[src/rtl/ov7725_pkg.sv]
// Shared definitions for the OV7725 power-up configuration sequencer:
// FSM state encoding, sensor register addresses and the soft-reset word.
package ov7725_pkg;

  typedef enum logic [3:0] {
    S_PWR_WAIT = 4'd0,
    S_WR_START = 4'd1,
    S_WR_BUSY  = 4'd2,
    S_RST_WAIT = 4'd3,
    S_RD_START = 4'd4,
    S_RD_BUSY  = 4'd5,
    S_CHECK    = 4'd6,
    S_NEXT     = 4'd7,
    S_DONE     = 4'd8
  } cfg_state_t;

  localparam logic [7:0] REG_COM7   = 8'h12;
  localparam logic [7:0] REG_HSTART = 8'h17;
  localparam logic [7:0] REG_HSIZE  = 8'h18;
  localparam logic [7:0] REG_VSTRT  = 8'h19;
  localparam logic [7:0] REG_VSIZE  = 8'h1A;
  localparam logic [7:0] REG_DSP    = 8'h3D;

  // COM7 bit 7 resets every sensor register; the bit clears itself
  localparam logic [15:0] SOFT_RST_WORD = {REG_COM7, 8'h80};

endpackage

[src/rtl/ov7725_cfg_rom.sv]
// Register table for the OV7725 QVGA/RGB565 setup: {address, data} per index.
// Entry 0 is always the soft reset; indices at or beyond REG_NUM read as zero.
module ov7725_cfg_rom
  import ov7725_pkg::*;
#(
  parameter logic [7:0] REG_NUM = 8'd70
) (
  input  logic [7:0]  idx,
  output logic [15:0] cfg_word
);

  logic [15:0] rom_word;

  always_comb begin
    rom_word = 16'h0000;
    case (idx)
      8'd0:  rom_word = SOFT_RST_WORD;
      8'd1:  rom_word = 16'h3D03;  8'd2:  rom_word = 16'h1722;  8'd3:  rom_word = 16'h18A4;
      8'd4:  rom_word = 16'h1907;  8'd5:  rom_word = 16'h1AF0;  8'd6:  rom_word = 16'h3200;
      8'd7:  rom_word = 16'h29A0;  8'd8:  rom_word = 16'h2CF0;  8'd9:  rom_word = 16'h2A00;
      8'd10: rom_word = 16'h1100;  8'd11: rom_word = 16'h1246;  8'd12: rom_word = 16'h0C10;
      8'd13: rom_word = 16'h4200;  8'd14: rom_word = 16'h4D09;  8'd15: rom_word = 16'h63E0;
      8'd16: rom_word = 16'h6400;  8'd17: rom_word = 16'h6520;  8'd18: rom_word = 16'h6600;
      8'd19: rom_word = 16'h6700;  8'd20: rom_word = 16'h13F0;  8'd21: rom_word = 16'h0D41;
      8'd22: rom_word = 16'h0F01;  8'd23: rom_word = 16'h1430;  8'd24: rom_word = 16'h2275;
      8'd25: rom_word = 16'h233F;  8'd26: rom_word = 16'h24A0;  8'd27: rom_word = 16'h2580;
      8'd28: rom_word = 16'h2603;  8'd29: rom_word = 16'h2B00;  8'd30: rom_word = 16'h6BAA;
      8'd31: rom_word = 16'h1368;  8'd32: rom_word = 16'h9000;  8'd33: rom_word = 16'h910A;
      8'd34: rom_word = 16'h9201;  8'd35: rom_word = 16'h9301;  8'd36: rom_word = 16'h94B0;
      8'd37: rom_word = 16'h959C;  8'd38: rom_word = 16'h9613;  8'd39: rom_word = 16'h9716;
      8'd40: rom_word = 16'h987B;  8'd41: rom_word = 16'h9991;  8'd42: rom_word = 16'h9A1E;
      8'd43: rom_word = 16'h9B08;  8'd44: rom_word = 16'h9C20;  8'd45: rom_word = 16'h9E81;
      8'd46: rom_word = 16'hA606;  8'd47: rom_word = 16'h7E0C;  8'd48: rom_word = 16'h7F16;
      8'd49: rom_word = 16'h802A;  8'd50: rom_word = 16'h814E;  8'd51: rom_word = 16'h8261;
      8'd52: rom_word = 16'h836F;  8'd53: rom_word = 16'h847B;  8'd54: rom_word = 16'h8586;
      8'd55: rom_word = 16'h868E;  8'd56: rom_word = 16'h8797;  8'd57: rom_word = 16'h88A4;
      8'd58: rom_word = 16'h89AF;  8'd59: rom_word = 16'h8AC5;  8'd60: rom_word = 16'h8BD7;
      8'd61: rom_word = 16'h8CE8;  8'd62: rom_word = 16'h8D20;  8'd63: rom_word = 16'h0E65;
      8'd64: rom_word = 16'h0900;  8'd65: rom_word = 16'hA9F8;  8'd66: rom_word = 16'hAAFF;
      8'd67: rom_word = 16'hABFF;  8'd68: rom_word = 16'h9F00;  8'd69: rom_word = 16'hA000;
      default: rom_word = 16'h0000;
    endcase
    cfg_word = (idx < REG_NUM) ? rom_word : 16'h0000;
  end

endmodule

[src/rtl/ov7725_cfg_ctrl.sv]
// OV7725 power-up sequencer: power-up wait, soft reset, then writes every
// table entry through the sccb engine with optional read-back and retry.
module ov7725_cfg_ctrl
  import ov7725_pkg::*;
#(
  parameter logic [7:0] REG_NUM      = 8'd70,
  parameter logic [9:0] CNT_WAIT_MAX = 10'd1000,
  parameter logic [9:0] CNT_RST_MAX  = 10'd1000,
  parameter logic       VERIFY_EN    = 1'b1,
  parameter logic [1:0] MAX_RETRY    = 2'd3
) (
  input  logic        i2c_clk,
  input  logic        sys_rst_n,
  input  logic        cfg_restart,
  input  logic        i2c_end,
  input  logic [7:0]  rd_data,
  output logic        i2c_start,
  output logic        wr_en,
  output logic        rd_en,
  output logic        addr_num,
  output logic [15:0] byte_addr,
  output logic [7:0]  wr_data,
  output logic [7:0]  cfg_idx,
  output logic        cfg_done,
  output logic        cfg_err,
  output logic [7:0]  fail_cnt
);

  cfg_state_t  state, state_nxt;
  logic [9:0]  cnt_wait, cnt_nxt;
  logic [7:0]  idx_nxt, rd_cap, cap_nxt, fail_nxt;
  logic [1:0]  retry_cnt, retry_nxt, retry_inc;
  logic        err_nxt;
  logic [15:0] cfg_word;

  ov7725_cfg_rom #(.REG_NUM(REG_NUM)) u_rom (
    .idx      (cfg_idx),
    .cfg_word (cfg_word)
  );

  assign addr_num  = 1'b0;
  assign byte_addr = {8'h00, cfg_word[15:8]};
  assign wr_data   = cfg_word[7:0];

  always_ff @(posedge i2c_clk or negedge sys_rst_n) begin
    if (!sys_rst_n) begin
      state     <= S_PWR_WAIT;
      cnt_wait  <= '0;
      cfg_idx   <= '0;
      retry_cnt <= '0;
      rd_cap    <= '0;
      cfg_err   <= 1'b0;
      fail_cnt  <= '0;
    end else begin
      state     <= state_nxt;
      cnt_wait  <= cnt_nxt;
      cfg_idx   <= idx_nxt;
      retry_cnt <= retry_nxt;
      rd_cap    <= cap_nxt;
      cfg_err   <= err_nxt;
      fail_cnt  <= fail_nxt;
    end
  end

  always_comb begin
    state_nxt = state;
    cnt_nxt   = cnt_wait;
    idx_nxt   = cfg_idx;
    retry_nxt = retry_cnt;
    retry_inc = retry_cnt + 2'd1;
    cap_nxt   = rd_cap;
    err_nxt   = cfg_err;
    fail_nxt  = fail_cnt;
    i2c_start = 1'b0;
    wr_en     = 1'b0;
    rd_en     = 1'b0;
    cfg_done  = 1'b0;
    case (state)
      S_PWR_WAIT: begin
        if (cnt_wait == CNT_WAIT_MAX - 10'd1) begin
          cnt_nxt   = '0;
          state_nxt = S_WR_START;
        end else begin
          cnt_nxt = cnt_wait + 10'd1;
        end
      end
      S_WR_START: begin
        i2c_start = 1'b1;
        wr_en     = 1'b1;
        state_nxt = S_WR_BUSY;
      end
      S_WR_BUSY: begin
        wr_en = 1'b1;
        if (i2c_end) begin
          if (cfg_idx == 8'd0)  state_nxt = S_RST_WAIT;
          else if (VERIFY_EN)   state_nxt = S_RD_START;
          else                  state_nxt = S_NEXT;
        end
      end
      // the soft-reset entry clears itself, so it is waited out, not verified
      S_RST_WAIT: begin
        if (cnt_wait == CNT_RST_MAX - 10'd1) begin
          cnt_nxt   = '0;
          state_nxt = S_NEXT;
        end else begin
          cnt_nxt = cnt_wait + 10'd1;
        end
      end
      S_RD_START: begin
        i2c_start = 1'b1;
        rd_en     = 1'b1;
        state_nxt = S_RD_BUSY;
      end
      S_RD_BUSY: begin
        rd_en = 1'b1;
        if (i2c_end) begin
          cap_nxt   = rd_data;
          state_nxt = S_CHECK;
        end
      end
      S_CHECK: begin
        if (rd_cap == wr_data) begin
          retry_nxt = '0;
          state_nxt = S_NEXT;
        end else if (retry_inc == MAX_RETRY) begin
          retry_nxt = '0;
          err_nxt   = 1'b1;
          fail_nxt  = (fail_cnt == 8'hFF) ? fail_cnt : fail_cnt + 8'd1;
          state_nxt = S_NEXT;
        end else begin
          retry_nxt = retry_inc;
          state_nxt = S_WR_START;
        end
      end
      S_NEXT: begin
        if (cfg_idx == REG_NUM - 8'd1) begin
          state_nxt = S_DONE;
        end else begin
          idx_nxt   = cfg_idx + 8'd1;
          state_nxt = S_WR_START;
        end
      end
      S_DONE: begin
        cfg_done = 1'b1;
        if (cfg_restart) begin
          idx_nxt   = '0;
          err_nxt   = 1'b0;
          fail_nxt  = '0;
          state_nxt = S_PWR_WAIT;
        end
      end
      default: state_nxt = S_PWR_WAIT;
    endcase
  end

endmodule

[config.mk]
export PLATFORM = sky130hd
export DESIGN_NAME = ov7725_cfg_ctrl
export DESIGN_NICKNAME = d
export VERILOG_FILES = /design/src/rtl/ov7725_pkg.sv /design/src/rtl/ov7725_cfg_rom.sv /design/src/rtl/ov7725_cfg_ctrl.sv
export SDC_FILE = /design/constraint.sdc
export NUM_CORES = 1
export LEC_CHECK = 0
export CAP_MARGIN = 30
export CORE_MARGIN = 1.5
export CORE_UTILIZATION = 30
export CTS_BUF_LIST = sky130_fd_sc_hd__clkbuf_4 sky130_fd_sc_hd__clkbuf_8
export CTS_CLUSTER_DIAMETER = 80
export DETAILED_ROUTE_END_ITERATION = 10
export MAX_ROUTING_LAYER = met4
export PLACE_DENSITY = 0.55
export SLEW_MARGIN = 20
export SYNTH_ARGS = -nofsm -noshare
export SYNTH_HDL_FRONTEND = slang
export SYNTH_SLANG_ARGS = --single-unit
[constraint.sdc]
create_clock -name i2c_clk -period 5.2 [get_ports i2c_clk]
set_input_delay 0.52 -clock i2c_clk [delete_from_list [all_inputs] [get_ports i2c_clk]]
set_output_delay 0.52 -clock i2c_clk [all_outputs]
set_load 0.05 [all_outputs]
==> run summary <==
cell row count - 43
Pre-Repair DR Iteration Count - 5
aggregate global-route resource usage - 19.5%
Area Growth Syn to Fin - 16.1%
Routed Antenna Nets - 0
detailed placement HPWL - 10200 um
max-slew violation total from the final report - 0
worst-skew pair later-pin latency - 310 ps
die extent in y - 122 um
max_slew headroom - 40.6%
Layout Skew - 18.8 ps
via count - 4422
post-route insts no fill - 756
Critical R2R Launch - cfg_idx[1]$_DFFE_PN0P_
Worst R2R Path Depth - 11
Overflow after GRT - 0
Nets - 607
drt first-iter violations - 541
Avg Cell Area, Syn - 7.77 um2
Post-synth top cells - 48 x nand2_1, 44 x nor2_1, 41 x dfrtp_1, 38 x o21ai_0, 31 x a21oi_1
CP required - 4680 ps
Clock Tree Root - clkbuf_8
status - finished clean
leakage - 2.00 nW
Longest Clk Path Bufs - 2
largest net degree at the start of global routing - 46
Mapped Area - 0.00424 mm2
worst-path fanout max - 14
CP arrival - 3950 ps
Hold Buf Count CTS - 0
antenna violations before repair - 0
share of cells above drive strength 1 - 8.33%
first-pass GRT wire length - 22000 um
Post-synth EDFFs - 0
Setup Viol. Count Final - 0
Top FF cell, synth - dfrtp_1
synth unique cells - 74
flop2flop setup slack - 1240 ps
Max-Cap Viols - 0
routability cong. - 1.00
#FFs+latches synth - 41
Hold WC Path Type - input pin to async pin
I/O pin count - 58
Initial Utilization - 30.7%
CP Capture Type - output port
Placed Area - 0.00479 mm2
clock input transition at the sequential cells of the worst setup and hold paths - 90 ps
Clock Sinks - 41
Syn Inst Count - 546
PortBufs - 48
synth top area cells - dfrtp_1 24%, ha_1 5.9%, o21ai_0 4.5%
worst hold slack - 130 ps
CTS tree - built
leading area contributor after synthesis - dfrtp_1
placed insts - 747
Vias/cell - 5.85
cts bufs inserted - 5
die area - 0.0149 mm2
final wirelength - 14000 um
PostCTS Resize Cnt - 0
RSZ-0062 raised after global routing - no
n_diodes - 0
area of the core - 0.0138 mm2
DR DRC count - 0
design area - 0.00492 mm2
vias in the first global route - 3938
max frequency - 224 MHz
VDD IR-drop max - 86.3 uV
Min Clock Period, post-route - 4470 ps
YS warnings - 0
width of the die - 122 um
kind of critical path - flop to output port
Final Cycle Share - 86.0%
final hold viol count - 0
fin util - 35.6%
r2r endpoint - fail_cnt[2]$_DFFE_PN0P_
H-tree level count - 2
register area share after synthesis - 24.2%
critical path launch point type - flop
most frequent cell after synthesis - nand2_1
Tightest Pin Transition - 879 ps
Async S/R FF share, synth - 100%
Routed wire per std cell - 18.5 um
Sum Neg Setup Slack - 0 ps
post-synth top area share - 24.2%
PwrDens - 124 mW/mm2
# Post-CTS Setup Buffers - 0
## sequential cells by signal, summed over array words and instances (netlist names)
signal	cells
cfg_err	1
cfg_idx	8
cnt_wait	10
fail_cnt	8
rd_cap	8
retry_cnt	2
state	4
## where the power goes
| part | internal [mW] | switching, mW | leakage, nW |
|---|---|---|---|
| logic | 0.00843 | 0.0226 | 1.46 |
| clock network | 0.148 | 0.115 | 0.0586 |
| registers | 0.319 | 0 | 0.490 |
| total | 0.475 | 0.137 | 2.00 |
## layout by cell type, fill, tap and decap left out, types with 8 or more instances in the layout
| master | n |
|---|---|
| nand2_1 | 48 |
| clkdlybuf4s50_1 | 47 |
| nor2_1 | 44 |
| dfrtp_1 | 40 |
| o21ai_0 | 38 |
| a21oi_1 | 31 |
| nand3_1 | 25 |
| inv_1 | 24 |
| ha_1 | 20 |
| nor2b_1 | 17 |
| nor3_1 | 14 |
| a31oi_1 | 14 |
| nand4_1 | 14 |
| buf_4 | 13 |
| nand2b_1 | 11 |
| mux2_2 | 11 |
| conb_1 | 9 |
| xnor2_1 | 8 |
## worst max-delay path, stage by stage, from the launching register on
cell and delay (ps):
dfrtp_1 680, inv_1 310, ha_1 500, nor2b_1 440, nor3_1 100, a211o_1 310, a31oi_1 220, nor2b_1 220
clkdlybuf4s50_1 860
## cell type report
cell class                 instances  area, um2
tap                              180        225
clock buffer                       6       76.3
inverter                          26       97.6
multi-input combinational        439       2870
clock inverter                     2       35.0
fill                            1446       8900
timing repair buffer              62        593
sequential                        41       1030
## stage by stage
stage | setup slack (ps) | power, mW
final | 727 | 0.612
after floorplan | 1080 | 0.344
after global placement | 1240 | 0.355
after detailed placement | 1140 | 0.355
after CTS | 764 | 0.622
after global routing | 524 | 0.640
## how the worst max path moves through the flow
stage	start	to	slack (ps)	depth (start not counted)
2_1_floorplan	cfg_idx[0]$_DFFE_PN0P_	fail_cnt[7]$_DFFE_PN0P_	1080	13
6_report	cfg_idx[1]$_DFFE_PN0P_	wr_data[0]	730	8
3_3_place_gp	cfg_idx[1]$_DFFE_PN0P_	wr_data[0]	1240	8
4_1_cts	cfg_idx[1]$_DFFE_PN0P_	wr_data[0]	760	8
3_5_place_dp	cfg_idx[1]$_DFFE_PN0P_	wr_data[0]	1140	8
5_1_grt	cfg_idx[1]$_DFFE_PN0P_	wr_data[0]	520	8
## routing by layer
metal	part of all wire (%)	routed length (um)	track usage, %
met5	0	0	-
met4	2.5	348	6.18
met3	7.1	998	3.23
met2	45	6270	28.9
met1	45	6360	27.1
## cells by family after synthesis
| logic type | share of synthesized area (%) |
|---|---|
| other | 0.0884 |
| xor gates and xnor gates | 2.69 |
| AOI/OAI and AO/OA | 26.2 |
| muxes | 5.16 |
| and+or+nand+nor | 26.9 |
| buffers and inverters | 8.88 |
| adders and majority gates | 5.90 |
| DFF | 24.2 |
Power figures use the tool's default switching activity.
